--- src/rtl/sub_pkg.sv ---
// Shared definitions for the bit-serial subtractor: controller states and
// the default operand width.
package sub_pkg;

    // Controller states of the serial subtractor.
    typedef enum logic [1:0] {
        IDLE  = 2'd0,
        SHIFT = 2'd1,
        DONE  = 2'd2
    } state_e;

    // Default operand/result width.
    localparam int DEFAULT_WIDTH = 4;

endpackage : sub_pkg

--- src/rtl/full_subtractor.sv ---
// One-bit full subtractor cell: d = a - b - bin, with borrow-out.
module full_subtractor (
    input  logic a,
    input  logic b,
    input  logic bin,
    output logic d,
    output logic bout
);

    // Difference bit is the parity of the three inputs; a borrow leaves the
    // cell when a is 0 and b is 1, or when a equals b and a borrow came in.
    assign d    = a ^ b ^ bin;
    assign bout = (~a & b) | (~(a ^ b) & bin);

endmodule : full_subtractor

--- src/rtl/serial_subtractor.sv ---
// Bit-serial subtractor: computes x - y - bin one bit per clock, LSB first,
// and presents the difference and borrow-out with a one-cycle done pulse.
// Optional feature: define SERIAL_SUB_OVF_EN to add the two's-complement
// overflow output ovf.
module serial_subtractor
    import sub_pkg::*;
#(
    parameter int WIDTH = DEFAULT_WIDTH
) (
    input  logic             clk,
    input  logic             rst,
    input  logic             start,
    input  logic [WIDTH-1:0] x,
    input  logic [WIDTH-1:0] y,
    input  logic             bin,
    output logic             busy,
    output logic             done,
    output logic [WIDTH-1:0] d,
`ifdef SERIAL_SUB_OVF_EN
    output logic             ovf,
`endif
    output logic             bout
);

    // Bit counter only needs to reach WIDTH-1.
    localparam int CNT_W = (WIDTH > 2) ? $clog2(WIDTH) : 1;
    localparam logic [CNT_W-1:0] CNT_MAX = CNT_W'(WIDTH - 1);
    localparam logic [CNT_W-1:0] CNT_ONE = CNT_W'(1);

    state_e           state_q;
    logic [CNT_W-1:0] cnt_q;
    logic             last_q;    // all WIDTH bits have been processed
    logic [WIDTH-1:0] x_q;       // minuend, shifted right one bit per step
    logic [WIDTH-1:0] y_q;       // subtrahend, shifted right one bit per step
    logic [WIDTH-1:0] acc_q;     // difference assembled MSB-in
    logic             b_q;       // running borrow between bit steps
    logic             busy_q;
    logic             done_q;
    logic [WIDTH-1:0] d_q;
    logic             bout_q;
`ifdef SERIAL_SUB_OVF_EN
    logic             xmsb_q;    // operand sign bits, kept for the overflow rule
    logic             ymsb_q;
    logic             ovf_q;
`endif

    logic bit_diff;
    logic bit_borrow;

    full_subtractor u_cell (
        .a    (x_q[0]),
        .b    (y_q[0]),
        .bin  (b_q),
        .d    (bit_diff),
        .bout (bit_borrow)
    );

    // Controller and datapath: capture on accepted start, one bit per SHIFT
    // edge, then one closing SHIFT edge commits the assembled result to the
    // output registers as the machine enters DONE.
    always_ff @(posedge clk) begin
        // NOTE: every register here uses non-blocking assignment so all state
        // updates see the values from before the edge, regardless of order.
        if (rst) begin
            state_q <= IDLE;
            cnt_q   <= '0;
            last_q  <= 1'b0;
            x_q     <= '0;
            y_q     <= '0;
            acc_q   <= '0;
            b_q     <= 1'b0;
            busy_q  <= 1'b0;
            done_q  <= 1'b0;
            d_q     <= '0;
            bout_q  <= 1'b0;
`ifdef SERIAL_SUB_OVF_EN
            xmsb_q  <= 1'b0;
            ymsb_q  <= 1'b0;
            ovf_q   <= 1'b0;
`endif
        end else begin
            case (state_q)
                IDLE: begin
                    if (start) begin
                        x_q     <= x;
                        y_q     <= y;
                        b_q     <= bin;
                        acc_q   <= '0;
                        cnt_q   <= '0;
                        last_q  <= 1'b0;
                        busy_q  <= 1'b1;
`ifdef SERIAL_SUB_OVF_EN
                        xmsb_q  <= x[WIDTH-1];
                        ymsb_q  <= y[WIDTH-1];
`endif
                        state_q <= SHIFT;
                    end
                end

                SHIFT: begin
                    if (!last_q) begin
                        x_q   <= {1'b0, x_q[WIDTH-1:1]};
                        y_q   <= {1'b0, y_q[WIDTH-1:1]};
                        acc_q <= {bit_diff, acc_q[WIDTH-1:1]};
                        b_q   <= bit_borrow;
                        // Counter saturates at the final bit instead of wrapping.
                        if (cnt_q == CNT_MAX) begin
                            last_q <= 1'b1;
                        end else begin
                            cnt_q <= cnt_q + CNT_ONE;
                        end
                    end else begin
                        d_q     <= acc_q;
                        bout_q  <= b_q;
`ifdef SERIAL_SUB_OVF_EN
                        ovf_q   <= (xmsb_q != ymsb_q) && (acc_q[WIDTH-1] != xmsb_q);
`endif
                        done_q  <= 1'b1;
                        state_q <= DONE;
                    end
                end

                DONE: begin
                    // start is deliberately ignored here; the result stays held.
                    done_q  <= 1'b0;
                    busy_q  <= 1'b0;
                    state_q <= IDLE;
                end

                default: begin
                    done_q  <= 1'b0;
                    busy_q  <= 1'b0;
                    state_q <= IDLE;
                end
            endcase
        end
    end

    assign busy = busy_q;
    assign done = done_q;
    assign d    = d_q;
    assign bout = bout_q;
`ifdef SERIAL_SUB_OVF_EN
    assign ovf  = ovf_q;
`endif

endmodule : serial_subtractor
--- config.mk ---
export PLATFORM = sky130hd
export DESIGN_NAME = serial_subtractor
export DESIGN_NICKNAME = d
export VERILOG_FILES = /design/src/rtl/sub_pkg.sv /design/src/rtl/full_subtractor.sv /design/src/rtl/serial_subtractor.sv
export SDC_FILE = /design/constraint.sdc
export NUM_CORES = 1
export LEC_CHECK = 0
export BUFFER_PORTS_ARGS = -buffer_cell sky130_fd_sc_hd__buf_2
export CORE_MARGIN = 3
export CORE_UTILIZATION = 45
export DETAILED_ROUTE_END_ITERATION = 7
export PLACE_DENSITY_LB_ADDON = 0.1
export SLEW_MARGIN = 25
export SYNTH_ARGS = -nofsm -noshare
export SYNTH_HDL_FRONTEND = slang
export SYNTH_SLANG_ARGS = --single-unit
export TNS_END_PERCENT = 100
--- constraint.sdc ---
create_clock -name clk -period 4.1 [get_ports clk]
set_input_delay 0.82 -clock clk [delete_from_list [all_inputs] [get_ports clk]]
set_output_delay 0.82 -clock clk [all_outputs]
set_load 0.05 [all_outputs]
# Word-level counts from Yosys, hierarchy flattened
# Index checks and enable logic that the tools add are counted.
[totals] input_bits=12 reg_bits=25
[classes] eq_ne=6 bitwise=9 mux=27 reduce_logical=9 addsub=1
[op_table] op="2-to-1 mux 4 bit" count=6
[op_table] op="case mux 4 bit (2 select lines)" count=3
[op_table] op="2-to-1 mux 2 bit" count=5
[op_table] op="AND reduction 2 bit" count=5
[op_table] op="!= test 2 bit, second input constant" count=4
[op_table] op="case mux 1 bit (2 select lines)" count=4
[op_table] op="case mux 2 bit (2 select lines)" count=2
[op_table] op="2-to-1 mux 1 bit" count=7
[op_table] op="NOT 1 bit" count=4
[op_table] op="AND reduction 4 bit" count=1
[op_table] op="AND reduction 3 bit" count=1
[op_table] op="adder 2 x 1 -> 2 bit, second input constant" count=1
[op_table] op="bitwise AND 1 bit" count=2
[op_table] op="== test 2 x 1 -> 1 bit, second input constant" count=1
[op_table] op="== test 2 bit, second input constant" count=1
[op_table] op="logical NOT 2 bit" count=1
[op_table] op="nonzero test 2 bit" count=1
[op_table] op="bitwise XOR 1 bit" count=2
[op_table] op="bitwise OR 1 bit" count=1

# Depth between registers and ports, before layout
# Gate-level depths: netlist (run 1).
[logic_depth] word_depth=6 ltp_mapped=5

# Cells and area by module
# From an unflattened synthesis (run 1), not the netlist that was laid out.
[hier_totals] cells_unflattened=106 hier_area_um2=999.7
[by_module_without_submodules] mod="serial_subtractor" seq_area_each_um2=500.5 area_per_inst_um2=968.4 n_inst=1 cells_each=102
[by_module_without_submodules] mod="full_subtractor" seq_area_each_um2=0.0 area_per_inst_um2=31.3 n_inst=1 cells_each=4

# Worst setup path before layout (run 1)
# Ideal clock, no wire load.
[synth_path] path_kind="input to register" startpoint="in start" endpoint="reg b_q" n_path_buf=1 cell_stages=4 t_arrival_ns=1.665 path_slack_ns=2.301 cell_sequence="or3b_2 -> clkbuf_1 -> o22ai_1 -> a211oi_1"
[synth_between] elab_chain_len=2
[synth_rtl] element="start, declared" line="serial_subtractor.sv:12" source="input logic start,"
[synth_rtl] element="!= test 2 bit (no source line)"
[synth_rtl] element="AND reduction 3 bit (no source line)"
[synth_rtl] element="end signal, assigned" line="serial_subtractor.sv:87" source="b_q <= bin;"
[synth_rtl] element="end signal, assigned" line="serial_subtractor.sv:105" source="b_q <= bit_borrow;"
[synth_rtl] element="end, declared" line="serial_subtractor.sv:36" source="logic b_q;"
# No other way between the ends.
# A chain may end at the register's enable or synchronous reset.

# Worst setup path in the final report (run 1)
[layout_path] startpoint="reg d_q[1] (netlist: d[1])" endpoint="out d[1]"
[layout_lines] element="start, declared" line="serial_subtractor.sv:39" source="logic [WIDTH-1:0] d_q;"
[layout_lines] element="start signal, assigned" line="serial_subtractor.sv:113" source="d_q <= acc_q;"
[layout_lines] element="end, declared" line="serial_subtractor.sv:18" source="output logic [WIDTH-1:0] d,"
# No word-level cell between the ends.

==> summary.md, run 1 <==
| Metric | Value |
|---|---|
| Share of the synthesized area in the top cell type | 50.4% |
| Crit. End Element | output port |
| Initial antenna violation count | 0 |
| Max-cap violation count | 0 |
| Outcome | finished, final reports clean |
| Syn Inst Count | 104 |
| Core Rows | 16 |
| # IOs | 19 |
| Routed WL | 1890 um |
| Cell Count, Final, Fillers Out | 147 |
| Clock Latency Late Sink | 0.31 ns |
| Initial DRT Pass Iterations | 4 |
| Largest family of logic cells by synthesized area | compound AO/OA/AOI/OAI gates |
| Synth Area in Compound Gates | 21.1% |
| XOR/XNOR Fraction of Synth Area | 0% |
| Yosys warning count | 0 |
| FMAX | 0.563 GHz |
| Placed cells | 143 |
| Critical path arrival | 0.95 ns |
| LEAKAGE | 0.000496 uW |
| Worst Tran Pin Value | 0.516 ns |
| Hold Path Class | flop to flop |
| Max clock buf depth | 2 |
| HPWL Detailed | 1270 um |
| DIE HEIGHT | 53.0 um |
| 1st-iter DRT viols | 11 |
| Critical path class | flop to output port |
| Sequential area share after synthesis | 50.4% |
| Die footprint | 2800 um2 |
| IO Port Bufs | 18 |
| Setup Fix Bufs, Post-CTS | 0 |
| Vias | 780 |
| Proportion of layout cells with a drive suffix above 1 | 18.3% |
| Detail Route Antenna Nets | 0 |
| Multi-input gate area | 414 um2 |
| Clock transition at path regs | 0.13 ns |
| Max incr delay on CP | 0.37 ns |
| CTS Hold Buffers Added | 0 |
| Vias in the first global route | 674 |
| Final setup skew | 0.00143 ns |
| N_diodes | 0 |
| Largest net degree at the start of global routing | 29 |
| Cts bufs inserted | 3 |
| CORE AREA | 2020 um2 |
| Vias/cell | 5.31 |
| Mapped Avg Cell Area | 9.54 um2 |
| Die X | 53.0 um |
| Worst path bufs/invs | 1 |
| Post-Syn Area | 992 um2 |
| Power per cell area | 382 nW/um2 |
| Post-synthesis adder-cell area fraction | 3.28% |
| Layout net count | 135 |
| Flops & latches, synth | 25 |
| CTS Root Cell | clkbuf_4 |
| Mux share of post-synthesis cell area | 5.04% |
| TNS Setup | 0 ns |
| Slowest CP cell | dfxtp_1 |
| Critical Path RT | 3.28 ns |
| Filler cell count | 207 |
| H-tree levels | 1 |
| Max FO, Critical Path | 2 |
| Crit-path leading delay family | flip-flops |
| Storage element area | 500 um2 |
| Met1 Use GR | 21.4% |
| Commonest non-fill, non-tap cell in the layout | dfxtp_1 |
| Synthesized net count | 118 |
| Unrepaired setup endpoints after global routing | no |
| Most Used Layer, Global Route | met2 |
| Met2 Use GR | 23.6% |
| Initial core utilization | 49.1% |
| Total track usage | 16.0% |
| Area Overhead vs Synth | 12.6% |
| Synth Area in Simple Gates | 12.4% |
| Max rail drop VDD | 0.000283 V |
| Synth top area cells | dfxtp_1, a211oi_1, o22ai_1 |
| Routing usage on met3 | 5.92% |
| Routed wire per std cell | 12.8 um |
| Startpoint class of the critical path | flop |
| Setup WS pre-CTS | 2.18 ns |
| Final WS setup | 2.33 ns |
| CTS resizes | 0 |
| DRC | 0 |
| Minimum clock period | 1.77 ns |
| First-pass GRT wire length | 3150 um |
| Cell Chain, Critical Path | buf_2 |
| Slew headroom | 65.6% |
| Most frequent cells in the layout | dfxtp_1, buf_2, inv_1, o22ai_1 |
| Grt ovf | 0 |
| Final worst path period share | 43.3% |
| CTS tree | done |
| Placer Congestion | 0.733 |
| Setup violations, final | 0 |
| Fin. max-slew vios | 0 |
| Yosys cell types | 21 |
| Final Hold Viols | 0 |
| CTS Sinks | 25 |
| Largest area contributor in the netlist | dfxtp_1 |
[synth_stat cells, drive strengths merged]
library cell  count
a211oi            8
a21o              1
a21oi             5
buf               2
clkbuf            4
dfxtp            25
fa                1
ha                1
inv              14
mux2i             5
nand2b            8
nand3b            1
nor2              7
nor2b             1
o211ai            2
o21ai             2
o22ai             9
o32ai             4
or3               1
or3b              3
[state kept, by name, indices dropped and copies added (netlist names)]
register	flops
x_q	4
y_q	4
done	1
acc_q	4
d	4
b_q	1
last_q	1
state_q	2
busy	1
bout	1
cnt_q	2
[stage by stage]
stage / utilization [%] / hold slack, ns / instance area [um2] / total power, uW
2_1_floorplan: - / 0.434 / 992 / 310
3_3_place_gp: 54.0 / 0.443 / 1090 / 324
3_5_place_dp: 54.0 / 0.452 / 1090 / 325
4_1_cts: 55.3 / 0.471 / 1120 / 434
5_1_grt: 55.3 / 0.492 / 1120 / 452
6_report: 55.3 / 0.471 / 1120 / 427
[power by group]
part           leakage [uW]  switching [uW]  total (uW)  internal (uW)
logic              0.000277            33.5        56.6           23.1
registers          0.000204            7.27         263            256
clock network     0.0000150            69.4         107           38.1
[cell type report]
class,instances,area share (%)
multi-input combinational,59,37.1
timing repair buffer,18,8.06
tap,27,3.02
inverter,14,4.70
clock buffer,4,2.35
sequential,25,44.8
[logic make-up after synthesis]
family,Yosys count
AND/OR/NAND/NOR,21
flip-flops,25
buffers and inverters,20
adder cells (fa/ha/maj),2
multiplexers,5
AO/OA/AOI/OAI,31
[layer usage]
metal | vias up | routed length, um | part of all wire, %
met5 | - | 0 | 0
met4 | 0 | 23 | 1.2
met3 | 4 | 90 | 4.8
met2 | 18 | 844 | 45
met1 | 356 | 927 | 49
li1 | 402 | - | -
[final timing paths]
check	from	end	slack, ns	cells after the start
min	busy	busy	0.47	2
min reg2reg	busy	busy	0.47	2
max reg2reg	state_q[1]	cnt_q[1]	2.45	3
max	d[1]	d[1]	2.33	1
(Power assumes the default switching activity.)
==> inputs of run 2 (changes only) <==
ABC_AREA = 1   (was default)
clock period = 1.7 ns   (was 4.1 ns; I/O delays follow)
==> run 2 against run 1 <==
  * Die area grew 13%
  * Hold slack lost 0.21 ns
  * Clock power grew 140%
  * Non-clock buffer count grew 1
  * Clock-buffer cell count is the same
  * First-iteration DRC count grew 120%
  * Critical path depth grew 5
  * Synthesized cell count grew 55%
  * Largest power group unchanged
  * Highest routed layer unchanged
==> summary.md, run 2 <==
| Metric | Value |
|---|---|
| Outcome | finished, final reports clean (unchanged) |
| Setup violations, final | 0 (unchanged) |
| Synth top area cells | dfxtp_1, nand2_1, nor2_1 (was dfxtp_1, a211oi_1, o22ai_1) |
| Max FO, Critical Path | 11 (was 2) |
| Most frequent cells in the layout | nand2_1, nor2_1, dfxtp_1, nand3_1, buf_2 (was dfxtp_1, buf_2, inv_1, o22ai_1) |
| Core Rows | 17 (was 16) |
| FMAX | 0.738 GHz |
| Largest net degree at the start of global routing | 15 (was 29) |
| Final setup skew | 0.00232 ns (was 0.00143 ns) |
| Fraction of registers with async set/reset | 0% (unchanged) |
| Yosys cell types | 18 (was 21) |
| Reg2reg end | y_q[0] (was cnt_q[1]) |
| Routed wire per std cell | 11.2 um (was 12.8 um) |
| Post-Syn Area | 1140 um2 (was 992 um2) |
| 1st-iter DRT viols | 24 (was 11) |
| Filler cell count | 230 (was 207) |
| Vias/cell | 4.80 (was 5.31) |
| Initial DRT Pass Iterations | 4 (unchanged) |
| Die footprint | 3170 um2 (was 2800 um2) |
| Critical path class | flop to flop (was flop to output port) |
| Sequential area share after synthesis | 43.9% (was 50.4%) |
| # IOs | 19 (unchanged) |
| Synth Area in Simple Gates | 39.7% (was 12.4%) |
| First-pass GRT wire length | 3990 um (was 3150 um) |
| Syn Inst Count | 161 (was 104) |
| Mux share of post-synthesis cell area | 0% (was 5.04%) |
| Area Overhead vs Synth | 10.1% (was 12.6%) |
| CTS resizes | 0 (unchanged) |
| LEAKAGE | 0.000640 uW (was 0.000496 uW) |
| Worst Tran Pin Value | 0.298 ns (was 0.516 ns) |
| Share of the synthesized area in the top cell type | 43.9% (was 50.4%) |
| Hold_sp | x[3] (was busy) |
| Synth Area in Compound Gates | 4.39% (was 21.1%) |
| DIE HEIGHT | 56.3 um (was 53.0 um) |
| Routed WL | 2310 um (was 1890 um) |
| Yosys warning count | 0 (unchanged) |
| Critical path arrival | 1.62 ns (was 0.95 ns) |
| Power per cell area | 899 nW/um2 (was 382 nW/um2) |
| Max clock buf depth | 2 (unchanged) |
| Detail Route Antenna Nets | 0 (unchanged) |
| TNS Setup | 0 ns (unchanged) |
| Cts bufs inserted | 3 (unchanged) |
| Largest family of logic cells by synthesized area | simple AND/OR/NAND/NOR gates (was compound AO/OA/AOI/OAI gates) |
| Slew headroom | 80.1% (was 65.6%) |
| Top-count cell post-synth | nand2_1 (was dfxtp_1) |
| Clock transition at path regs | 0.13 ns (about the same) |
| Ys flop type | dfxtp_1 (unchanged) |
| DRC | 0 (unchanged) |
| Placer Congestion | 0.761 (was 0.733) |
| H-tree levels | 1 (unchanged) |
| Hold depth | 3 (was 2) |
| Flops & latches, synth | 25 (unchanged) |
| Clock Latency Late Sink | 0.31 ns (about the same) |
| Max rail drop VDD | 0.000464 V (was 0.000283 V) |
| Layout net count | 194 (was 135) |
| Proportion of layout cells with a drive suffix above 1 | 19.0% (was 18.3%) |
| Die X | 56.3 um (was 53.0 um) |
| Initial antenna violation count | 0 (unchanged) |
| Startpoint class of the critical path | flop (unchanged) |
| HPWL Detailed | 1680 um (was 1270 um) |
| WHS Endpoint | x_q[3] (was busy) |
| Crit Reg-Reg Startpoint | state_q[1] (unchanged) |
| Post-synth EDFFs | 0 (unchanged) |
| Commonest non-fill, non-tap cell in the layout | nand2_1 (was dfxtp_1) |
| List of most frequent post-synthesis cells | nand2_1, nor2_1, dfxtp_1 (was dfxtp_1, inv_1, o22ai_1) |
| Mapped Avg Cell Area | 7.08 um2 (was 9.54 um2) |
| Flop2flop setup slack | 0.35 ns (was 2.45 ns) |
| CTS Hold Buffers Added | 0 (unchanged) |
| CTS Root Cell | clkbuf_4 (unchanged) |
| N_diodes | 0 (unchanged) |
| Total track usage | 15.7% (was 16.0%) |
| Setup Fix Bufs, Post-CTS | 0 (unchanged) |
| Hold Path Class | primary input to flop (was flop to flop) |
| Cell Count, Final, Fillers Out | 207 (was 147) |
| Largest area contributor in the netlist | dfxtp_1 (unchanged) |
| Crit. End Element | flop (was output port) |
| CTS tree | done (unchanged) |
| Fin. max-slew vios | 0 (unchanged) |
| Critical Path RT | 1.96 ns (was 3.28 ns) |
| Vias in the first global route | 943 (was 674) |
| XOR/XNOR Fraction of Synth Area | 0% (unchanged) |
| Final Hold Viols | 0 (unchanged) |
| Max-cap violation count | 0 (unchanged) |
| CTS Sinks | 25 (unchanged) |
| CORE AREA | 2300 um2 (was 2020 um2) |
| Grt ovf | 0 (unchanged) |
| IO Port Bufs | 18 (unchanged) |
| Vias | 993 (was 780) |
| Minimum clock period | 1.35 ns |
| Placed cells | 203 (was 143) |
| Post-synthesis adder-cell area fraction | 2.85% (was 3.28%) |
| Synthesized net count | 175 (was 118) |
| Initial core utilization | 49.6% (was 49.1%) |
| Final worst path period share | 79.7% |
| Unrepaired setup endpoints after global routing | no (unchanged) |
| Worst Reg-to-Reg Cells | 6 (was 3) |
[run 2: changes by cell type after synthesis, moves of 3 or more]
cell / previous run / this run
nand2_1: 0 / 49
nor2_1: 7 / 27
nand3_1: 0 / 18
o22ai_1: 9 / 0
a211oi_1: 8 / 0
nand2b_1: 8 / 0
mux2i_1: 5 / 0
clkbuf_1: 4 / 0
inv_2: 0 / 4
nand2_2: 0 / 4
o32ai_1: 4 / 0
buf_6: 0 / 3
[run 2: how the worst max path moves through the flow]
stage / from / endpoint / cells past startpoint
final: state_q[1] / y_q[0] / 6
after global routing: state_q[1] / x_q[1] / 6
after CTS: state_q[1] / x_q[2] / 6
after detailed placement: state_q[1] / y_q[0] / 6
after global placement: state_q[1] / y_q[0] / 6
after floorplan: b_q / acc_q[3] / 4
[run 2: cells by family after synthesis]
group / after synthesis
AND/OR/NAND/NOR: 103
flip-flops: 25
AO/OA/AOI/OAI: 10
adder cells (fa/ha/maj): 2
buffers and inverters: 21
[run 2: power by group]
part           internal, uW  total (uW)  switching (uW)
registers               624         648            23.9
logic                  75.1         220             144
clock network          91.7         261             169
[run 2: metal layers]
metal  track usage [%]  vias up  share of wire (%)
met5                 0        -                  0
met1              19.9      437                 47
met2              26.4       21                 47
met3              3.22        4                4.8
met4              5.08        0               0.74
li1                  -      531                  -
[run 2: worst max-delay path: stages (launching register included)]
cell and delay (ns):
dfxtp_1 0.48, inv_2 0.10, nand2_2 0.22, nand2_1 0.16, nand2_2 0.18, nor2_1 0.06, nor2_1 0.10
[run 2: stage by stage]
step | utilization (%) | hold slack (ns) | total power (uW) | setup slack, ns | cell area [um2]
3_3_place_gp | 53.5 | 0.452 | 876 | 0.416 | 1230
4_1_cts | 54.6 | 0.250 | 1140 | 0.337 | 1250
3_5_place_dp | 53.5 | 0.456 | 882 | 0.363 | 1230
5_1_grt | 54.6 | 0.272 | 1210 | 0.218 | 1250
6_report | 54.6 | 0.258 | 1130 | 0.345 | 1250
2_1_floorplan | - | 0.439 | 837 | 0.583 | 1140
[run 2: area by class of cell]
cell class	instances	area (um2)	area share, %
inverters	16	60.1	4.79
flip-flops and latches	25	500	39.9
multi-input cells	115	536	42.7
repair buffers	19	97.6	7.78
clock buffers	4	26.3	2.09
well taps	28	35.0	2.79
